===== src/rtl/mem_arbiter_pkg.sv =====
// rtl/mem_arbiter_pkg.sv - shared types, constants and round-robin pick for mem_arbiter
package mem_arbiter_pkg;

  localparam logic MEMREQ_READ  = 1'b0;
  localparam logic MEMREQ_WRITE = 1'b1;

  typedef enum logic [1:0] {IDLE, WAIT_RESP, RESPOND} memarb_state_t;
  typedef logic memarb_port_t;

  localparam logic [31:0] MEMARB_TIMEOUT_DATA = 32'hDEAD_BEEF;

  function automatic memarb_port_t memarb_pick(input logic v0, input logic v1,
                                               input memarb_port_t last);
    if (v0 && v1) return ~last;
    else if (v0)  return 1'b0;
    else          return 1'b1;
  endfunction

endpackage


===== src/rtl/mem_arbiter_slot.sv =====
// rtl/mem_arbiter_slot.sv - one-deep pending request slot; pulses while full are dropped
module mem_arbiter_slot (
  input  logic        clk,
  input  logic        rstn,
  input  logic        request_enable,
  input  logic        req_mode,
  input  logic [31:0] req_addr,
  input  logic [31:0] req_wdata,
  input  logic [3:0]  req_wstrb,
  input  logic        clear,
  output logic        valid,
  output logic        mode,
  output logic [31:0] addr,
  output logic [31:0] wdata,
  output logic [3:0]  wstrb
);

  always_ff @(posedge clk or negedge rstn) begin
    if (!rstn) begin
      valid <= 1'b0;
      mode  <= 1'b0;
      addr  <= '0;
      wdata <= '0;
      wstrb <= '0;
    end else if (clear) begin
      valid <= 1'b0;
    end else if (request_enable && !valid) begin
      valid <= 1'b1;
      mode  <= req_mode;
      addr  <= req_addr;
      wdata <= req_wdata;
      wstrb <= req_wstrb;
    end
  end

endmodule


===== src/rtl/mem_arbiter.sv =====
// rtl/mem_arbiter.sv - two-port round-robin arbiter onto one memory request port
// Optional downstream hang detection: MEM_ARBITER_TIMEOUT_EN.
module mem_arbiter
  import mem_arbiter_pkg::*;
#(
  parameter int TIMEOUT_CYCLES = 1024
) (
  input  logic        clk,
  input  logic        rstn,
  input  logic        p0_request_enable,
  input  logic        p0_req_mode,
  input  logic [31:0] p0_req_addr,
  input  logic [31:0] p0_req_wdata,
  input  logic [3:0]  p0_req_wstrb,
  input  logic        p1_request_enable,
  input  logic        p1_req_mode,
  input  logic [31:0] p1_req_addr,
  input  logic [31:0] p1_req_wdata,
  input  logic [3:0]  p1_req_wstrb,
  output logic        p0_response_enable,
  output logic [31:0] p0_resp_data,
  output logic        p1_response_enable,
  output logic [31:0] p1_resp_data,
  output logic        request_enable,
  output logic        req_mode,
  output logic [31:0] req_addr,
  output logic [31:0] req_wdata,
  output logic [3:0]  req_wstrb,
  input  logic        response_enable,
  input  logic [31:0] resp_data,
  output logic        timeout_error
);

  memarb_state_t state, state_nxt;
  memarb_port_t  grant_id, grant_nxt, last_grant, last_nxt, winner, rsp_tgt;
  logic          v0, v1, m0, m1, clear0, clear1, expired, rsp_fire, req_en_nxt;
  logic [31:0]   a0, a1, w0, w1, rsp_val;
  logic [3:0]    s0, s1;

  mem_arbiter_slot u_slot0 (
    .clk(clk), .rstn(rstn), .request_enable(p0_request_enable), .req_mode(p0_req_mode),
    .req_addr(p0_req_addr), .req_wdata(p0_req_wdata), .req_wstrb(p0_req_wstrb),
    .clear(clear0), .valid(v0), .mode(m0), .addr(a0), .wdata(w0), .wstrb(s0)
  );

  mem_arbiter_slot u_slot1 (
    .clk(clk), .rstn(rstn), .request_enable(p1_request_enable), .req_mode(p1_req_mode),
    .req_addr(p1_req_addr), .req_wdata(p1_req_wdata), .req_wstrb(p1_req_wstrb),
    .clear(clear1), .valid(v1), .mode(m1), .addr(a1), .wdata(w1), .wstrb(s1)
  );

`ifdef MEM_ARBITER_TIMEOUT_EN
  logic [15:0] wait_cnt;
  logic        timeout_q;

  assign expired       = (state == WAIT_RESP) && !response_enable &&
                         (wait_cnt == 16'(TIMEOUT_CYCLES - 1));
  assign timeout_error = timeout_q;

  always_ff @(posedge clk or negedge rstn) begin
    if (!rstn) begin
      wait_cnt  <= '0;
      timeout_q <= 1'b0;
    end else begin
      wait_cnt  <= (state == WAIT_RESP) ? wait_cnt + 16'd1 : 16'd0;
      timeout_q <= timeout_q | expired;
    end
  end
`else
  logic unused_timeout;
  assign unused_timeout = ^16'(TIMEOUT_CYCLES);
  assign expired        = 1'b0;
  assign timeout_error  = 1'b0;
`endif

  always_comb begin
    state_nxt  = state;
    grant_nxt  = grant_id;
    last_nxt   = last_grant;
    req_en_nxt = 1'b0;
    rsp_fire   = 1'b0;
    rsp_tgt    = grant_id;
    rsp_val    = resp_data;
    winner     = memarb_pick(v0, v1, last_grant);
    case (state)
      IDLE: begin
        if (v0 || v1) begin
          grant_nxt = winner;
          last_nxt  = winner;
          // once memory is known hung, pending slots are answered locally
          if (timeout_error) begin
            rsp_fire  = 1'b1;
            rsp_tgt   = winner;
            rsp_val   = MEMARB_TIMEOUT_DATA;
            state_nxt = RESPOND;
          end else begin
            req_en_nxt = 1'b1;
            state_nxt  = WAIT_RESP;
          end
        end
      end
      WAIT_RESP: begin
        if (response_enable) begin
          rsp_fire  = 1'b1;
          state_nxt = RESPOND;
        end else if (expired) begin
          rsp_fire  = 1'b1;
          rsp_val   = MEMARB_TIMEOUT_DATA;
          state_nxt = RESPOND;
        end
      end
      RESPOND: state_nxt = IDLE;
      default: state_nxt = IDLE;
    endcase
    clear0 = rsp_fire && (rsp_tgt == 1'b0);
    clear1 = rsp_fire && (rsp_tgt == 1'b1);
  end

  always_ff @(posedge clk or negedge rstn) begin
    if (!rstn) begin
      state              <= IDLE;
      grant_id           <= 1'b0;
      last_grant         <= 1'b1;
      request_enable     <= 1'b0;
      req_mode           <= 1'b0;
      req_addr           <= '0;
      req_wdata          <= '0;
      req_wstrb          <= '0;
      p0_response_enable <= 1'b0;
      p1_response_enable <= 1'b0;
      p0_resp_data       <= '0;
      p1_resp_data       <= '0;
    end else begin
      state              <= state_nxt;
      grant_id           <= grant_nxt;
      last_grant         <= last_nxt;
      request_enable     <= req_en_nxt;
      p0_response_enable <= clear0;
      p1_response_enable <= clear1;
      if (req_en_nxt) begin
        req_mode  <= winner ? m1 : m0;
        req_addr  <= winner ? a1 : a0;
        req_wdata <= winner ? w1 : w0;
        req_wstrb <= winner ? s1 : s0;
      end
      if (clear0) p0_resp_data <= rsp_val;
      if (clear1) p1_resp_data <= rsp_val;
    end
  end

endmodule


===== config.mk =====
export PLATFORM = sky130hd
export DESIGN_NAME = mem_arbiter
export DESIGN_NICKNAME = d
export VERILOG_FILES = /design/src/rtl/mem_arbiter_pkg.sv /design/src/rtl/mem_arbiter_slot.sv /design/src/rtl/mem_arbiter.sv
export SDC_FILE = /design/constraint.sdc
export NUM_CORES = 1
export LEC_CHECK = 0
export CAP_MARGIN = 20
export CORE_ASPECT_RATIO = 0.5
export CORE_UTILIZATION = 52
export DETAILED_ROUTE_END_ITERATION = 10
export GPL_TIMING_DRIVEN = 0
export PLACE_DENSITY = 0.86
export SYNTH_ARGS = -nofsm -noshare
export SYNTH_HDL_FRONTEND = slang
export SYNTH_SLANG_ARGS = --single-unit
export TNS_END_PERCENT = 10

===== constraint.sdc =====
create_clock -name clk -period 4.1 [get_ports clk]
set_input_delay 1.23 -clock clk [delete_from_list [all_inputs] [get_ports clk]]
set_output_delay 1.23 -clock clk [all_outputs]
set_load 0.01 [all_outputs]

==> results.cfg <==
[setup_path]
critical_path_class = input port to flip-flop
critPathCaptureType = flip-flop
r2r_slack_ns = 1.33
worstPathArrival_ns = 3.53
critPathLaunchType = input port
r2r-start = u_slot0.valid
r2r_end = req_wdata[29]
r2r_cells = 5
worstPathMaxFanout = 10
crit_required_ns = 4.50
startpoint = response_enable

[global_route]
grt_pass1_wl_microns = 51300
antenna_found_initial = 3
grt_max_degree = 127
grt.overflow.total = 0
first_global_vias = 9262
grt.total_usage = 0.297

[sta]
hold_violations = 0
max_clock_freq_ghz = 0.319
rsz0062_at_grt = no
max_slew_margin = 0.284
fin_ws_ns = 0.966
finalCriticalPeriod_ns = 3.13
fin_crit_sh = 0.765
setup_viol = 0
finalClockSkew_ns = 0.0102
worstMarginPinSlew_ns = 1.07
drv_slew = 0

[cells_and_area]
multi_input_area_sq_um = 3880
register_area_sq_um = 7010
drive_gt1_frac = 0.212
fin_nets = 1373
synthToLayoutAreaGrowth_pct = 38.4
fill_cells = 1303

[die]
die_area_sq_um = 22200
fp.dieH_microns = 106
core_sq_um = 20800
fp-row-count = 37
ioPinCount = 312
start_util = 0.539
die_w_microns = 210

[cts]
postCtsSetupRepairBufs = 0
cts_tree = yes
cts_resized = 0
ctsLongestPathBuffers = 3
cts_hold_repair.buffers = 0
cts_num_sinks = 280
cts_buffers = 25
clock_latency_ns = 0.52
path_clk_slew_ns = 0.07
htreeDepth = 1
cts_root_buffer = clkbuf_16

[detailed_routing]
wl_per_cell_microns = 21.9
drt-initial-drc-count = 652
drc = 0
drt-vias-per-instance = 5.88
ant_nets = 0
drt_wl_total_microns = 32500
firstDrtPassIters = 5
vias = 8746

[placement]
place_hpwl_microns = 22800
dp_slack_ns = 0.446
numPortBuffers = 310
globalplace.congestion = 0.844

[logic_synthesis]
yosysUniqueCellTypes = 24
syn-cell-area_sq_um = 11200
synth-seq-area-share = 0.624
synth_nets = 1034
synth_warnings = 0
synth_edf_count = 0
synth_top_area_frac = 0.622
synth.area.top_cells = dfrtp_1 (62%), mux2_2 (19%), a31oi_1 (4.0%), a21oi_1 (3.2%), nand3_1 (3.1%)
avgSynthCellArea_sq_um = 13.1
async_flop_share = 1.00
synth_area_leader_cell = dfrtp_1
synthCells = 859
synth_ff_type = dfrtp_1
ys_ff_latch = 280

[hold_path]
hold_depth = 1
min_to = u_slot0.addr[30]
hold_class = flip-flop to flip-flop
min_from = u_slot0.addr[30]

[power_and_ir_drop]
clkPwrFrac = 0.181
total_power_w = 0.0130
peakVddDrop_mv = 0.452
power_frac_seq = 0.389
p_int_w = 0.00845
comb_power_share = 0.430
leakagePower_nw = 6.37
switchingPower_w = 0.00452
p_sw_frac = 0.348
powerDensity_nw_per_um2 = 835

[job]
drv_cap = 0

[status]
outcome = finished, final reports clean
## per-layer routing
layer | vias to the layer above | global-route usage | part of all wire
met3 | 105 | 0.0405 | 0.055
met1 | 4468 | 0.386 | 0.40
met5 | - | 0 | 0
li1 | 3794 | - | -
met4 | 0 | 0.142 | 0.048
met2 | 379 | 0.499 | 0.50
## cell usage after synthesis (2+ instances only)
cell and instances:
mux2_2 192, buf_2 16, a21oi_1 71, inv_1 3, buf_4 2, o21ai_0 69, nor2_1 8, or2_2 2
mux2_1 10, nand2b_1 2, buf_1 3, clkbuf_1 52, dfrtp_1 279, nand3_1 69, buf_6 2, a31oi_1 71
## flip-flops by register name, indices dropped and copies added (netlist names), 2 cells and up
signal,flops
u_slot0.wstrb,4
u_slot0.addr,32
state,2
req_addr,32
req_wstrb,4
u_slot1.wdata,32
u_slot1.wstrb,4
req_wdata,32
u_slot0.wdata,32
p1_resp_data,32
u_slot1.addr,32
p0_resp_data,32
## cell usage in the layout (no fill, tap or decap), types with 3 or more instances in the layout
cell type / n
inv_1: 3
buf_1: 3
mux2_1: 10
clkbuf_16: 25
diode_2: 3
dfrtp_1: 279
a21oi_1: 71
nor2_1: 8
mux2_2: 192
clkinv_2: 4
buf_2: 16
clkbuf_1: 56
a31oi_1: 71
nand3_1: 69
clkbuf_8: 5
o21ai_0: 69
clkdlybuf4s50_1: 309
## cells by family (layout without fill, tap and decap cells)
logic type / count (synthesis) / after routing / share of synthesized area
buf+inv: 78 / 431 / 0.0299
mux: 202 / 202 / 0.203
flops: 280 / 280 / 0.624
compound gates: 212 / 212 / 0.103
other cells: 1 / 4 / 0.000334
simple gates: 86 / 86 / 0.0406
## stage by stage
| stage | instance area, sq um | instances | util | hold slack [ns] | setup TNS [ns] |
|---|---|---|---|---|---|
| 5_1_grt | 15500 | 1488 | 0.746 | 0.502 | 0 |
| 3_5_place_dp | 14700 | 1444 | 0.707 | 0.480 | 0 |
| 3_3_place_gp | 14700 | 1442 | 0.704 | 0.475 | -2661.76 |
| 6_report | 15500 | 1488 | 0.746 | 0.494 | 0 |
| 4_1_cts | 15500 | 1485 | 0.746 | 0.497 | 0 |
| 2_1_floorplan | 11200 | 859 | - | 0.458 | 0 |
## power groups by stage
stage          clock [W]  combinational (W)  sequential, W
6_report         0.00235            0.00558        0.00504
5_1_grt          0.00247            0.00600        0.00519
4_1_cts          0.00237            0.00556        0.00503
3_5_place_dp           0            0.00550        0.00505
3_3_place_gp           0            0.00527        0.00498
2_1_floorplan          0            0.00272        0.00515
## worst max-delay path, cell delays in order
cell,delay [ns]
clkdlybuf4s50_1,0.49
and4bb_1,0.22
buf_2,0.19
nor3b_2,0.55
buf_4,0.32
buf_6,0.19
mux2_1,0.34
## how the worst max path moves through the flow
stage	to	slack, ns	cells after the start
6_report	u_slot0.addr[21]	0.97	7
5_1_grt	u_slot0.addr[23]	0.88	7
4_1_cts	u_slot0.addr[21]	0.99	7
3_5_place_dp	u_slot0.addr[21]	0.45	7
3_3_place_gp	p0_resp_data[2]	-9.54	1
2_1_floorplan	u_slot0.addr[21]	1.51	6
## final cells by class
cell class / instances / share of cell area
clock buffer: 34 / 0.0457
antenna: 3 / 0.000483
timing repair buffer: 312 / 0.204
sequential: 280 / 0.451
inverter: 3 / 0.000725
tap: 273 / 0.0220
clock inverter: 7 / 0.00572
buffer: 75 / 0.0209
multi-input combinational: 501 / 0.250
No activity file was read; power rests on OpenSTA's default activity.
